[src/rtl/cc1200_rx_pkg.sv]
// Shared types and constants for the CC1200 receive unpacker: FSM states,
// default packet length and the radio status-byte field encodings.
package cc1200_rx_pkg;

  typedef enum logic [2:0] {
    IDLE,
    STATUS,
    B0,
    B1,
    B2
  } rx_state_e;

  localparam int PKT_BYTES_DEF = 12;

  localparam int         CHIP_RDYN_BIT = 7;
  localparam logic [2:0] RX_FIFO_ERR   = 3'b110;

  // Radio not ready, or RX FIFO overflow/underflow reported in the state field.
  function automatic logic status_is_err(input logic [7:0] st);
    return st[CHIP_RDYN_BIT] || (st[6:4] == RX_FIFO_ERR);
  endfunction

endpackage

[src/rtl/cc1200_rx_unpack_if.sv]
// Sample stream from the unpacker to the memory writer; valid/ready handshake,
// transfer happens on a clock edge where both are high.
interface cc1200_rx_unpack_if;
  logic [11:0] sample_data;
  logic        sample_sof;
  logic        sample_valid;
  logic        sample_ready;

  modport master (output sample_data, output sample_sof, output sample_valid,
                  input  sample_ready);
  modport slave  (input  sample_data, input  sample_sof, input  sample_valid,
                  output sample_ready);
endinterface

[src/rtl/cc1200_rx_fifo.sv]
// First-word fall-through sample FIFO; a write lands one edge after wr_en, and
// data shows on rd_dat_o while not empty. A write into a full FIFO is accepted only alongside a read.
module cc1200_rx_fifo #(
  parameter int DEPTH = 16,
  parameter int WIDTH = 13
) (
  input  logic             clk,
  input  logic             rst,
  input  logic             wr_en_i,
  input  logic [WIDTH-1:0] wr_dat_i,
  input  logic             rd_en_i,
  output logic [WIDTH-1:0] rd_dat_o,
  output logic             full_o,
  output logic             empty_o
);
  localparam int         AW      = $clog2(DEPTH);
  localparam logic [AW:0] PTR_ONE = (AW + 1)'(1);

  logic [WIDTH-1:0] mem_q [DEPTH];
  logic [AW:0]      wr_ptr_q, rd_ptr_q;
  logic             do_wr, do_rd;

  assign empty_o  = (wr_ptr_q == rd_ptr_q);
  assign full_o   = (wr_ptr_q[AW] != rd_ptr_q[AW]) &&
                    (wr_ptr_q[AW-1:0] == rd_ptr_q[AW-1:0]);
  assign do_rd    = rd_en_i && !empty_o;
  assign do_wr    = wr_en_i && (!full_o || do_rd);
  assign rd_dat_o = empty_o ? '0 : mem_q[rd_ptr_q[AW-1:0]];

  always_ff @(posedge clk) begin
    if (do_wr) mem_q[wr_ptr_q[AW-1:0]] <= wr_dat_i;
  end

  always_ff @(posedge clk) begin
    if (rst) begin
      wr_ptr_q <= '0;
      rd_ptr_q <= '0;
    end else begin
      if (do_wr) wr_ptr_q <= wr_ptr_q + PTR_ONE;
      if (do_rd) rd_ptr_q <= rd_ptr_q + PTR_ONE;
    end
  end
endmodule

[src/rtl/cc1200_rx_unpack.sv]
// CC1200 RX byte stream -> 12-bit samples (3 bytes -> 2), written on the edge of the completing byte;
// samples meeting a full FIFO are dropped and flagged. CC1200_RX_STATUS_EN adds rx_status/status_err.
module cc1200_rx_unpack
  import cc1200_rx_pkg::*;
#(
  parameter int PKT_BYTES  = PKT_BYTES_DEF,
  parameter int FIFO_DEPTH = 16
) (
  input  logic                      clk,
  input  logic                      rst,
  input  logic [7:0]                RxData,
  input  logic                      RxValid,
  input  logic                      pkt_start,
  input  logic                      pkt_end,
  cc1200_rx_unpack_if.master        smp,
  output logic [15:0]               pkt_count,
  output logic                      len_err,
  output logic                      overflow,
  input  logic                      err_clr
`ifdef CC1200_RX_STATUS_EN
  ,
  output logic [7:0]                rx_status,
  output logic                      status_err
`endif
);
  localparam logic [7:0] PKT_LEN = 8'(PKT_BYTES);

  rx_state_e   state_q, state_d;
  logic [7:0]  cnt_q, cnt_d, cnt_inc;
  logic [7:0]  b0_q, b0_d;
  logic [3:0]  b1_q, b1_d;
  logic        sof_pend_q, sof_pend_d;
  logic [15:0] pkt_count_q, pkt_count_d;
  logic        len_err_q, len_err_d, ovf_q, ovf_d;
  logic        wr_req, pkt_inc, len_set, drop;
  logic [11:0] wr_dat;
  logic        fifo_full, fifo_empty, fifo_acc;

  assign fifo_acc = !fifo_full || (smp.sample_valid && smp.sample_ready);

  always_comb begin
    state_d    = state_q;
    cnt_d      = cnt_q;
    b0_d       = b0_q;
    b1_d       = b1_q;
    sof_pend_d = sof_pend_q;
    wr_req     = 1'b0;
    wr_dat     = '0;
    pkt_inc    = 1'b0;
    len_set    = 1'b0;
    cnt_inc    = (cnt_q == 8'hFF) ? cnt_q : cnt_q + 8'd1;

    if (pkt_start) begin
      // A byte arriving with pkt_start is the new packet's status byte.
      state_d    = RxValid ? B0 : STATUS;
      cnt_d      = '0;
      b0_d       = '0;
      b1_d       = '0;
      sof_pend_d = 1'b1;
    end else begin
      if (RxValid) begin
        case (state_q)
          STATUS: state_d = B0;
          B0: begin
            b0_d    = RxData;
            cnt_d   = cnt_inc;
            state_d = B1;
          end
          B1: begin
            wr_req  = 1'b1;
            wr_dat  = {RxData[3:0], b0_q};
            b1_d    = RxData[7:4];
            cnt_d   = cnt_inc;
            state_d = B2;
          end
          B2: begin
            wr_req  = 1'b1;
            wr_dat  = {RxData, b1_q};
            cnt_d   = cnt_inc;
            state_d = (cnt_inc < PKT_LEN) ? B0 : IDLE;
          end
          default: state_d = state_q;
        endcase
      end
      if (pkt_end) begin
        if (cnt_d == PKT_LEN) pkt_inc = 1'b1;
        else                  len_set = 1'b1;
        cnt_d   = '0;
        state_d = IDLE;
      end
    end

    // SOF stays pending until a sample actually makes it into the FIFO.
    drop = wr_req && !fifo_acc;
    if (wr_req && fifo_acc) sof_pend_d = 1'b0;

    pkt_count_d = pkt_count_q + (pkt_inc ? 16'd1 : 16'd0);
    len_err_d   = (len_err_q && !err_clr) || len_set;
    ovf_d       = (ovf_q && !err_clr) || drop;
  end

  always_ff @(posedge clk) begin
    if (rst) begin
      state_q     <= IDLE;
      cnt_q       <= '0;
      b0_q        <= '0;
      b1_q        <= '0;
      sof_pend_q  <= 1'b0;
      pkt_count_q <= '0;
      len_err_q   <= 1'b0;
      ovf_q       <= 1'b0;
    end else begin
      state_q     <= state_d;
      cnt_q       <= cnt_d;
      b0_q        <= b0_d;
      b1_q        <= b1_d;
      sof_pend_q  <= sof_pend_d;
      pkt_count_q <= pkt_count_d;
      len_err_q   <= len_err_d;
      ovf_q       <= ovf_d;
    end
  end

  cc1200_rx_fifo #(
    .DEPTH (FIFO_DEPTH),
    .WIDTH (13)
  ) u_fifo (
    .clk      (clk),
    .rst      (rst),
    .wr_en_i  (wr_req),
    .wr_dat_i ({sof_pend_q, wr_dat}),
    .rd_en_i  (smp.sample_ready),
    .rd_dat_o ({smp.sample_sof, smp.sample_data}),
    .full_o   (fifo_full),
    .empty_o  (fifo_empty)
  );

  assign smp.sample_valid = !fifo_empty;
  assign pkt_count        = pkt_count_q;
  assign len_err          = len_err_q;
  assign overflow         = ovf_q;

`ifdef CC1200_RX_STATUS_EN
  logic       st_take;
  logic [7:0] rx_status_q, rx_status_d;
  logic       status_err_q, status_err_d;

  assign st_take      = RxValid && (pkt_start || state_q == STATUS);
  assign rx_status_d  = st_take ? RxData : rx_status_q;
  assign status_err_d = (status_err_q && !err_clr) || (st_take && status_is_err(RxData));

  always_ff @(posedge clk) begin
    if (rst) begin
      rx_status_q  <= '0;
      status_err_q <= 1'b0;
    end else begin
      rx_status_q  <= rx_status_d;
      status_err_q <= status_err_d;
    end
  end

  assign rx_status  = rx_status_q;
  assign status_err = status_err_q;
`endif
endmodule
[src/flat_wrapper.sv]
// flat-port wrapper written by rule: the top's interface ports become plain ports
module cc1200_rx_unpack_flat import cc1200_rx_pkg::*;
#(
  parameter int PKT_BYTES  = PKT_BYTES_DEF,
  parameter int FIFO_DEPTH = 16
)
  (clk, rst, RxData, RxValid, pkt_start, pkt_end, pkt_count, len_err, overflow, err_clr, smp_sample_data, smp_sample_sof, smp_sample_valid, smp_sample_ready);
  cc1200_rx_unpack_if smp_i ();
  input  logic clk;
  input  logic rst;
  input  logic [7:0] RxData;
  input  logic RxValid;
  input  logic pkt_start;
  input  logic pkt_end;
  output logic [15:0] pkt_count;
  output logic len_err;
  output logic overflow;
  input  logic err_clr;
  output wire logic [$bits(smp_i.sample_data)-1:0] smp_sample_data;
  output wire logic [$bits(smp_i.sample_sof)-1:0] smp_sample_sof;
  output wire logic [$bits(smp_i.sample_valid)-1:0] smp_sample_valid;
  input wire logic [$bits(smp_i.sample_ready)-1:0] smp_sample_ready;
  assign smp_sample_data = smp_i.sample_data;
  assign smp_sample_sof = smp_i.sample_sof;
  assign smp_sample_valid = smp_i.sample_valid;
  assign smp_i.sample_ready = smp_sample_ready;
  cc1200_rx_unpack #(.PKT_BYTES(PKT_BYTES), .FIFO_DEPTH(FIFO_DEPTH)) u_core (.clk(clk), .rst(rst), .RxData(RxData), .RxValid(RxValid), .pkt_start(pkt_start), .pkt_end(pkt_end), .smp(smp_i), .pkt_count(pkt_count), .len_err(len_err), .overflow(overflow), .err_clr(err_clr));
endmodule
[config.mk]
export PLATFORM = sky130hd
export DESIGN_NAME = cc1200_rx_unpack_flat
export DESIGN_NICKNAME = d
export VERILOG_FILES = /design/src/rtl/cc1200_rx_pkg.sv /design/src/rtl/cc1200_rx_unpack_if.sv /design/src/rtl/cc1200_rx_fifo.sv /design/src/rtl/cc1200_rx_unpack.sv /design/src/flat_wrapper.sv
export SDC_FILE = /design/constraint.sdc
export NUM_CORES = 1
export LEC_CHECK = 0
export CAP_MARGIN = 10
export CORE_UTILIZATION = 54
export CTS_CLUSTER_DIAMETER = 120
export DETAILED_ROUTE_END_ITERATION = 10
export GPL_ROUTABILITY_DRIVEN = 0
export PLACE_DENSITY = 0.78
export SLEW_MARGIN = 20
export SYNTH_ARGS = -nofsm -noshare
export SYNTH_HDL_FRONTEND = slang
export SYNTH_HIERARCHICAL = 1
export SYNTH_SLANG_ARGS = --single-unit
export TNS_END_PERCENT = 50
[constraint.sdc]
create_clock -name clk -period 3.3 [get_ports clk]
set_input_delay 0.825 -clock clk [delete_from_list [all_inputs] [get_ports clk]]
set_output_delay 0.825 -clock clk [all_outputs]
set_load 0.005 [all_outputs]
# == Word level (Yosys, flattened, before mapping) ==
# Memory sizes are Yosys's and may differ from the RTL's. A register that Yosys moved wholly into a read port is not among the register bits.
# Cells that the tools add are included.
# classes
addsub,4
magnitude_cmp,1
eq_ne,9
mux,28
n_reduce_logical,23
# ops
op,count
$mux W8,4
$mux W12,2
$pmux W12 S2,1
$add A16 B16 Y16,1
$mux W13,1
$mux W1,12
$pmux W3 S4,1
$add A5 B1 Y5 const B,2
$mux W3,3
$add A8 B1 Y8 const B,1
$eq A8 B4 Y1 const B,1
$eq A8 B8 Y1 const B,1
$lt A8 B4 Y1 const B,1
$mux W4,2
$eq A3 B2 Y1 const B,2
$logic_and A1 B1 Y1,6
$reduce_and A2 Y1,3
$reduce_bool A6 Y1,1
$reduce_or A2 Y1,3
$reduce_or A3 Y1,2
$eq A5 B5 Y1,1
$eq A4 B4 Y1,1
$logic_not A1 Y1,4
$mux W2,2
5 further kinds,7
# word_totals
register_bits,52
ram_bits,208
in_bits,15
output_inout_bits,32
wordCells,76
n_memories,1
# memory_table
name,depth,width,read_ports,rd_clocked_by_memory_dff,wr,line_no,rtl
u_core.u_fifo.mem_q,16,13,1,1,1,cc1200_rx_fifo.sv:19,logic [WIDTH-1:0] mem_q [DEPTH];

# == Logic depth before layout (Yosys ltp) ==
# Gate-level depths: netlist of run 1.
# logic_depth
depth_word,11
ltp_mapped,14
depth_no_buf,12

# == Cells and area by module ==
# Netlist of run 1, hierarchy kept.
# modules_own_cells
module,instances,cells_each,area_per_inst_um2
cc1200_rx_fifo,1,406,8592.0
cc1200_rx_unpack,1,298,2344.7

# == Least setup slack after synthesis of run 1 ==
# No wires, ideal clock.
# synth_timing
path_type,input -> register
from,in RxValid
to,"mem u_core.u_fifo.mem_q[11][0], enable pin"
arrival_ns,2.772
t_required_ns,2.897
setup_slack_ns,0.126
cell_stages,6
cell_sequence,clkbuf_1 > nand2b_1 > nor2_1 > and2_1 > o31ai_2 > nor3b_1
# synth_between
elab_chain_cells,5
# synth_lines
element,line_no,rtl
start: declaration,flat_wrapper.sv:12,input logic RxValid;
$mux W1,cc1200_rx_unpack.sv:61,if (RxValid) begin
$mux W1,cc1200_rx_unpack.sv:53,if (pkt_start) begin
named net u_core.wr_req,cc1200_rx_unpack.sv:35,"logic wr_req, pkt_inc, len_set, drop;"
$logic_and A1 B1 Y1,cc1200_rx_fifo.sv:27,assign do_wr = wr_en_i && (!full_o || do_rd);
$mux W1,cc1200_rx_fifo.sv:31,if (do_wr) mem_q[wr_ptr_q[AW-1:0]] <= wr_dat_i;
$mux W1 (implied by the code),cc1200_rx_fifo.sv:31,
end: declaration,cc1200_rx_fifo.sv:19,
# The timed path passes the listed nets, and every way through them passes these cells.

==> metrics.yaml, run 1 <==
outcome:
  status: "complete, no violations"
sta:
  setup_viol: 0
  rsz0062_at_grt: "yes"
  fin_crit_sh_pct: 98.42
  fmax_ghz: 0.3079
  setup_tns_ns: 0
  slew_viol_final: 0
  slew_headroom_pct: 27.72
  fin_ws_ns: 0.05199
  min_period_ns: 3.248
  clock-skew-final_ns: 0.01523
  tightest_slew_ns: 1.080
  hold_viol: 0
detailed_routing:
  drt_first_pass_iters: 5
  ant_nets: 0
  drcViolationCount: 0
  vias_per_cell: 6.258
  drt_iter0_drc: 624
  routedWlPerCell_um: 23.60
  dr_total_vias: 6827
  wl_um: 25750
critical_path:
  r2r_setup_slack_ns: 0.17
  worstPathMaxFanout: 9
  endpoint_kind: "output port"
  path_depth: 5
  critPathLaunchType: "flop"
  cp_cell_sequence: "buf_6, mux4_2, o22ai_1, nor3_1, clkdlybuf4s50_1"
  path_buf_inv: 2
  critPathTopFamily: "buffers and inverters"
  timing.rr.start: "u_core/cnt_q[1]"
  critPathKind: "flop to output port"
  r2r_end: "u_core/pkt_count[14]"
  max_stage_delay_ns: 0.50
  crit_required_ns: 2.47
  cp.arrival_ns: 2.42
  reg2reg_depth: 11
  slowest_stage: "mux4_2"
power_and_ir_drop:
  power.density_mw_per_mm2: 519.4
  swShare_pct: 18.87
  p_clk_share_pct: 45.8
  p_switching_w: 0.001298
  internal_power_w: 0.005582
  pwr-share-seq_pct: 51.8
  ir_worst_vdd_mv: 0.4630
  p_total_w: 0.006880
  power.leakage_nw: 4.437
  p_comb_share_pct: 2.4
yosys:
  netlist_top_cells_count: "208 x edfxtp_1, 56 x dfxtp_1, 52 x mux4_2, 51 x nor2_1, 38 x nand2_1"
  synth_edf_count: 208
  synth_area_leader_cell: "edfxtp_1"
  ys_seq_elements: 264
  ys_seq_area_share_pct: 67.36
  synthTopCellsByArea: "edfxtp_1 57%, mux4_2 11%, dfxtp_1 10%"
  synth_area_per_cell_um2: 15.54
  synth_warnings: 6
  synth_xor_area_share_pct: 2.300
  synth_cell_types: 70
  postSynthCellCount: 704
  synth-simple-area-share_pct: 8.901
  synthAdderAreaFrac_pct: 0.9152
  synth_top_family_by_area: "multiplexers"
  synth-compound-area-share_pct: 6.487
  syn-cell-area_mm2: 0.01094
  synth_top_cell_area_share_pct: 57.11
  synthMuxAreaShare_pct: 11.37
  syn-num-nets: 727
  async_reset_ff_share_pct: 0
  synth.most_common_cell: "edfxtp_1"
  synth_ff_type: "edfxtp_1"
placed_design:
  dp_slack_ns: -0.2771
  portBuffers: 46
  hpwl_um: 15410
  placed_cells: 1027
floorplan:
  coreArea_mm2: 0.01965
  num_io_pins: 47
  start_util_pct: 55.65
  design.die.area_mm2: 0.02083
  rows: 51
  die_h_um: 144.3
  dieWidth_um: 144.3
cells_and_area:
  diodes: 0
  syn_to_final_growth_pct: 21.12
  drive_gt1_share_pct: 26.27
  layout.cells.non_filler: 1091
  finalNetCount: 829
grt:
  grt.total_usage_pct: 25.54
  grt.overflow.total: 0
  antenna_found_initial: 0
  grt_use_met2_pct: 44.81
  busiest_layer: "met2"
  met1_usage_pct: 32.85
  use_met3_pct: 3.841
  grt_start_max_net_pins: 36
  grt_first_pass_wirelength_um: 39160
  grt_pass1_vias: 6869
clock_network:
  cts-buffers-inserted: 26
  hold_buffers: 0
  cts-root-buf: "clkbuf_16"
  clk_path_buf_depth: 3
  cts_sinks: 264
  clkTransAtPathRegs_ns: 0.06
  h-tree-depth: 1
  cts_tree: "yes"
  clk-insertion-delay-late_ns: 0.52
worst_hold_path:
  hold_path.startpoint: "u_core/b1_q[0]"
  min_path_type: "flop to flop"
  min_path_cells: 2
  holdPathEnd: "u_core/b1_q[0]"
job:
  maxCapViolCount: 0
-- worst reg2reg max path, delay by kind of cell, from the launching register on --
kind | cells | cell delay, ns
and+or+nand+nor | 5 | 1.23
DFF | 1 | 0.38
AOI/OAI and AO/OA | 3 | 0.78
adders and majority gates | 3 | 0.67
-- metrics by stage --
stage                     hold slack [ns]  area, um2  util [%]
after floorplan                    0.4332      10940         -
after global placement             0.4459      11950     60.80
final                              0.4557      13250     67.40
after CTS                          0.4576      13040     66.37
after detailed placement           0.4543      11950     60.80
after global routing               0.4730      13250     67.40
-- area by class of cell --
| cell class | count | area (um2) |
|---|---|---|
| Timing Repair Buffer | 117 | 1149 |
| Tap cell | 265 | 331.6 |
| Fill cell | 1311 | 6407 |
| Clock inverter | 17 | 231.5 |
| Clock buffer | 31 | 690.7 |
| Inverter | 11 | 41.29 |
| Sequential cell | 264 | 7382 |
| Multi-Input combinational cell | 386 | 3421 |
-- flip-flops by register name, indices dropped and copies added, names as in the netlist, named ones only --
| signal | flops |
|---|---|
| u_core/u_fifo/mem_q | 208 |
| u_core/sof_pend_q | 1 |
| u_core/pkt_count | 16 |
| u_core/u_fifo/rd_ptr_q | 5 |
| u_core/b0_q | 8 |
| u_core/len_err | 1 |
| u_core/state_q | 3 |
| u_core/u_fifo/wr_ptr_q | 5 |
| u_core/b1_q | 4 |
| u_core/cnt_q | 8 |
| u_core/overflow | 1 |
-- cells in the final DEF, fill, tap and decap left out, types with 3 or more instances in the layout --
cell | synthesis | routed
xnor2_2 | 2 | 3
buf_12 | 0 | 6
ha_1 | 8 | 6
inv_1 | 11 | 11
o21ai_0 | 7 | 7
o22ai_2 | 0 | 11
a21oi_1 | 21 | 21
dfxtp_4 | 0 | 3
nor2_1 | 51 | 49
nand2b_1 | 4 | 3
xor2_1 | 15 | 14
o22ai_1 | 29 | 18
bufinv_16 | 0 | 6
dfxtp_1 | 56 | 50
nand3_1 | 14 | 14
o211ai_1 | 3 | 3
mux4_2 | 52 | 52
and3_1 | 19 | 19
and2_1 | 4 | 4
buf_4 | 9 | 60
dlymetal6s2s_1 | 0 | 4
clkdlybuf4s50_1 | 0 | 42
mux2i_1 | 5 | 5
a22oi_1 | 13 | 13
edfxtp_1 | 208 | 208
nor3_1 | 22 | 17
nor2b_1 | 10 | 10
xnor2_1 | 10 | 9
a211oi_1 | 3 | 3
clkinv_1 | 0 | 6
nand2_1 | 38 | 37
clkinv_2 | 0 | 3
nor3_2 | 0 | 5
dfxtp_2 | 0 | 3
a31oi_1 | 3 | 3
nand4_1 | 7 | 7
clkbuf_1 | 18 | 4
clkbuf_16 | 0 | 28
-- routing by layer --
| layer | routed length (um) | vias to the layer above |
|---|---|---|
| met4 | 725 | 0 |
| met5 | 0 | - |
| met3 | 1951 | 52 |
| li1 | - | 2953 |
| met1 | 10000 | 3480 |
| met2 | 13070 | 342 |
-- worst max-delay path by stage --
stage                          startpoint                         end  slack [ns]
after detailed placement          RxValid        u_core/pkt_count[14]       -0.28
after global placement            RxValid        u_core/pkt_count[14]       -0.15
final                                flop         smp_sample_data[11]        0.05
after CTS                            flop          smp_sample_data[6]       -0.04
after global routing      u_core/cnt_q[0]        u_core/pkt_count[14]       -0.04
after floorplan                   RxValid  u_core/u_fifo/mem_q[11][0]        0.13
-- power by group through the flow --
stage	Sequential [W]	Combinational [W]	Clock (W)
2_1_floorplan	0.00363	0.0000920	0
3_3_place_gp	0.00364	0.000146	0
3_5_place_dp	0.00364	0.000152	0
4_1_cts	0.00356	0.000158	0.00318
5_1_grt	0.00356	0.000177	0.00332
6_report	0.00356	0.000164	0.00315
-- timing repair --
action / 4_1_cts / 5_1_grt
pin swaps: 0 / 2
gates cloned: 2 / 2
gates resized for setup: 9 / 29
setup buffers: 6 / 6
setup endpoints to repair: 13 / 20
-- cell families (layout without fill, tap and decap cells) --
| logic type | count (synthesis) | after routing |
|---|---|---|
| fa+ha+maj | 8 | 8 |
| buf+inv | 55 | 176 |
| mux | 59 | 59 |
| xor+xnor | 27 | 27 |
| flops | 264 | 264 |
| compound gates | 102 | 103 |
| simple gates | 189 | 189 |
Power figures use the tool's default switching activity.
==> run 2: changes to the inputs <==
--- a/config.mk
+++ b/config.mk
@@ -5,6 +5,7 @@
 export SDC_FILE = /design/constraint.sdc
 export NUM_CORES = 1
 export LEC_CHECK = 0
+export ABC_CLOCK_PERIOD_IN_PS = 3300
 export CAP_MARGIN = 10
 export CORE_UTILIZATION = 54
 export CTS_CLUSTER_DIAMETER = 120
==> results of run 2 <==
The final DEF is identical to that of run 1; final timing and power are the same.
==> run 3: changes to the inputs <==
--- a/config.mk
+++ b/config.mk
@@ -12,7 +12,7 @@
 export DETAILED_ROUTE_END_ITERATION = 10
 export GPL_ROUTABILITY_DRIVEN = 0
 export PLACE_DENSITY = 0.78
-export SLEW_MARGIN = 20
+export SLEW_MARGIN = 30
 export SYNTH_ARGS = -nofsm -noshare
 export SYNTH_HDL_FRONTEND = slang
 export SYNTH_HIERARCHICAL = 1
==> metrics.yaml, run 3 (synthesis gave the netlist of run 1 again) <==
placed_design:
  hpwl_um: 15410  # unchanged
  portBuffers: 46  # unchanged
  placed_area_mm2: 0.01195  # unchanged
  dp_slack_ns: -0.2771  # unchanged
power_and_ir_drop:
  internal_power_w: 0.005582  # about the same
  ir_worst_vdd_mv: 0.4639  # +0.19%
  swShare_pct: 18.92  # +0.051 points
  power.density_mw_per_mm2: 519.4  # about the same
  p_total_w: 0.006885  # about the same
  power.leakage_nw: 4.436  # about the same
  p_clk_share_pct: 45.9  # about the same
  p_switching_w: 0.001303  # +0.34%
  p_comb_share_pct: 2.4  # about the same
  pwr-share-seq_pct: 51.8  # about the same
critical_path:
  r2r_end: "u_core/pkt_count[14]"
  max_stage_delay_ns: 0.54  # +0.04 ns
  crit_required_ns: 2.47  # about the same
  endpoint_kind: "output port"
  reg2reg_depth: 11  # unchanged
  critPathKind: "flop to output port"
  slowest_stage: "mux4_2"
  timing.rr.start: "u_core/cnt_q[1]"
  cp.arrival_ns: 2.41  # about the same
  cp_cell_sequence: "buf_12, mux4_2, o22ai_1, nor3_1, clkdlybuf4s50_1"
  worstPathMaxFanout: 12  # +3
  r2r_setup_slack_ns: 0.17  # about the same
  critPathLaunchType: "flop"
floorplan:
  design.die.area_mm2: 0.02083  # unchanged
  start_util_pct: 55.65  # unchanged
  num_io_pins: 47  # unchanged
  die_h_um: 144.3  # unchanged
  dieWidth_um: 144.3  # unchanged
  rows: 51  # unchanged
  coreArea_mm2: 0.01965  # unchanged
cells_and_area:
  multi_input_area_mm2: 0.003431  # +0.29%
  nFillCells: 1307  # -0.31%
  final_cell_mix: "208 x edfxtp_1, 60 x buf_4, 52 x mux4_2"
  largest_reg_flops: 208  # unchanged
  drive_gt1_share_pct: 26.76  # +0.48 points
  diodes: 0  # unchanged
  syn_to_final_growth_pct: 21.21  # about the same
  seq_area_mm2: 0.007382  # unchanged
  design_area_mm2: 0.01326  # about the same
  finalNetCount: 829  # unchanged
  layout_commonest_cell: "edfxtp_1"
sta:
  fin_ws_ns: 0.06976  # +0.01777 ns
  clock-skew-final_ns: 0.01516  # -0.00007150 ns
  rsz0062_at_grt: "yes"
  tightest_slew_ns: 0.8167  # -0.2636 ns
  fin_crit_sh_pct: 97.89  # -0.54 points
  slew_headroom_pct: 45.14  # +17 points
  setup_viol: 0  # unchanged
  fmax_ghz: 0.3096  # +0.55%
  min_period_ns: 3.230  # -0.01777 ns
  slew_viol_final: 0  # unchanged
  hold_viol: 0  # unchanged
detailed_routing:
  vias_per_cell: 6.301  # +0.69%
  ant_nets: 0  # unchanged
  dr_total_vias: 6874  # +0.69%
  wl_um: 25800  # +0.19%
  routedWlPerCell_um: 23.64  # +0.19%
  drt_first_pass_iters: 5  # unchanged
  drt_iter0_drc: 608  # -2.6%
  drcViolationCount: 0  # unchanged
grt:
  grt.total_usage_pct: 25.54  # unchanged
  grt_start_max_net_pins: 36  # unchanged
  grt.overflow.total: 0  # unchanged
  grt_first_pass_wirelength_um: 39160  # unchanged
  antenna_found_initial: 0  # unchanged
  grt_pass1_vias: 6869  # unchanged
outcome:
  status: "complete, no violations"
clock_network:
  h-tree-depth: 1  # unchanged
  cts-buffers-inserted: 26  # unchanged
  cts-root-buf: "clkbuf_16"
  clkTransAtPathRegs_ns: 0.06  # about the same
  cts_sinks: 264  # unchanged
  cts_tree: "yes"
  clk_path_buf_depth: 3  # unchanged
  hold_buffers: 0  # unchanged
  clk-insertion-delay-late_ns: 0.52  # about the same
worst_hold_path:
  min_path_cells: 2  # unchanged
  min_path_type: "flop to flop"
  holdPathEnd: "u_core/b1_q[0]"
  hold_path.startpoint: "u_core/b1_q[0]"
job:
  maxCapViolCount: 0  # unchanged
==> run 3: cell counts in the layout (fill, tap and decap cells not counted) <==
Identical to the previous run, type by type.
==> run 3: worst max path at each step <==
stage               cells past startpoint  slack [ns]                          to
floorplan                               6        0.13  u_core/u_fifo/mem_q[11][0]
global route                           11       -0.04        u_core/pkt_count[14]
detailed placement                     11       -0.28        u_core/pkt_count[14]
finish                                  5        0.07          smp_sample_data[6]
CTS                                     5       -0.04          smp_sample_data[6]
global placement                       11       -0.15        u_core/pkt_count[14]
==> run 3: layout make-up <==
class | instances | share of cell area, %
Clock buffer | 31 | 5.210
Inverter | 11 | 0.3115
Sequential cell | 264 | 55.69
Multi-Input combinational cell | 386 | 25.88
Clock inverter | 17 | 1.746
Timing Repair Buffer | 117 | 8.664
Tap cell | 265 | 2.501
==> run 3: timing repair <==
| action | in CTS | in global routing |
|---|---|---|
| endpoints found under the hold margin | 0 | 0 |
| gates cloned | 2 | 2 |
| endpoints found under the setup margin | 13 | 20 |
| pin swaps | 0 | 2 |
| gates resized for setup | 9 | 29 |
| setup buffers | 6 | 6 |
==> run 3: power groups by stage <==
| stage | registers (W) | logic, W | clock network (W) |
|---|---|---|---|
| after floorplan | 0.00363 | 0.0000920 | 0 |
| after global placement | 0.00364 | 0.000146 | 0 |
| after detailed placement | 0.00364 | 0.000152 | 0 |
| after CTS | 0.00356 | 0.000158 | 0.00318 |
| after global routing | 0.00356 | 0.000178 | 0.00332 |
| final | 0.00356 | 0.000164 | 0.00316 |
==> run 3: layer usage <==
metal / wire, um / up-vias / track usage (%)
li1: - / 2955 / -
met1: 9944 / 3499 / 32.85
met2: 13120 / 362 / 44.81
met3: 1980 / 58 / 3.841
met4: 746 / 0 / 7.590
met5: 0 / - / 0
==> run 3: worst max-delay path: cells and delay by family, from the launching register on <==
kind | cells | cell delay [ns]
AND/OR/NAND/NOR | 1 | 0.09
multiplexers | 1 | 0.54
AO/OA/AOI/OAI | 1 | 0.21
buffers and inverters | 2 | 0.63
flip-flops | 1 | 0.42
==> run 3: stage by stage <==
| step | hold WS (ns) | setup TNS (ns) | instances | util (%) |
|---|---|---|---|---|
| 4_1_cts | 0.4576 | -0.1405 | 1083 | 66.37 |
| 3_3_place_gp | 0.4459 | -0.6835 | 1027 | 60.80 |
| 2_1_floorplan | 0.4332 | 0 | 704 | - |
| 5_1_grt | 0.4730 | -0.1175 | 1091 | 67.45 |
| 3_5_place_dp | 0.4543 | -1.664 | 1027 | 60.80 |
| 6_report | 0.4558 | 0 | 1091 | 67.45 |
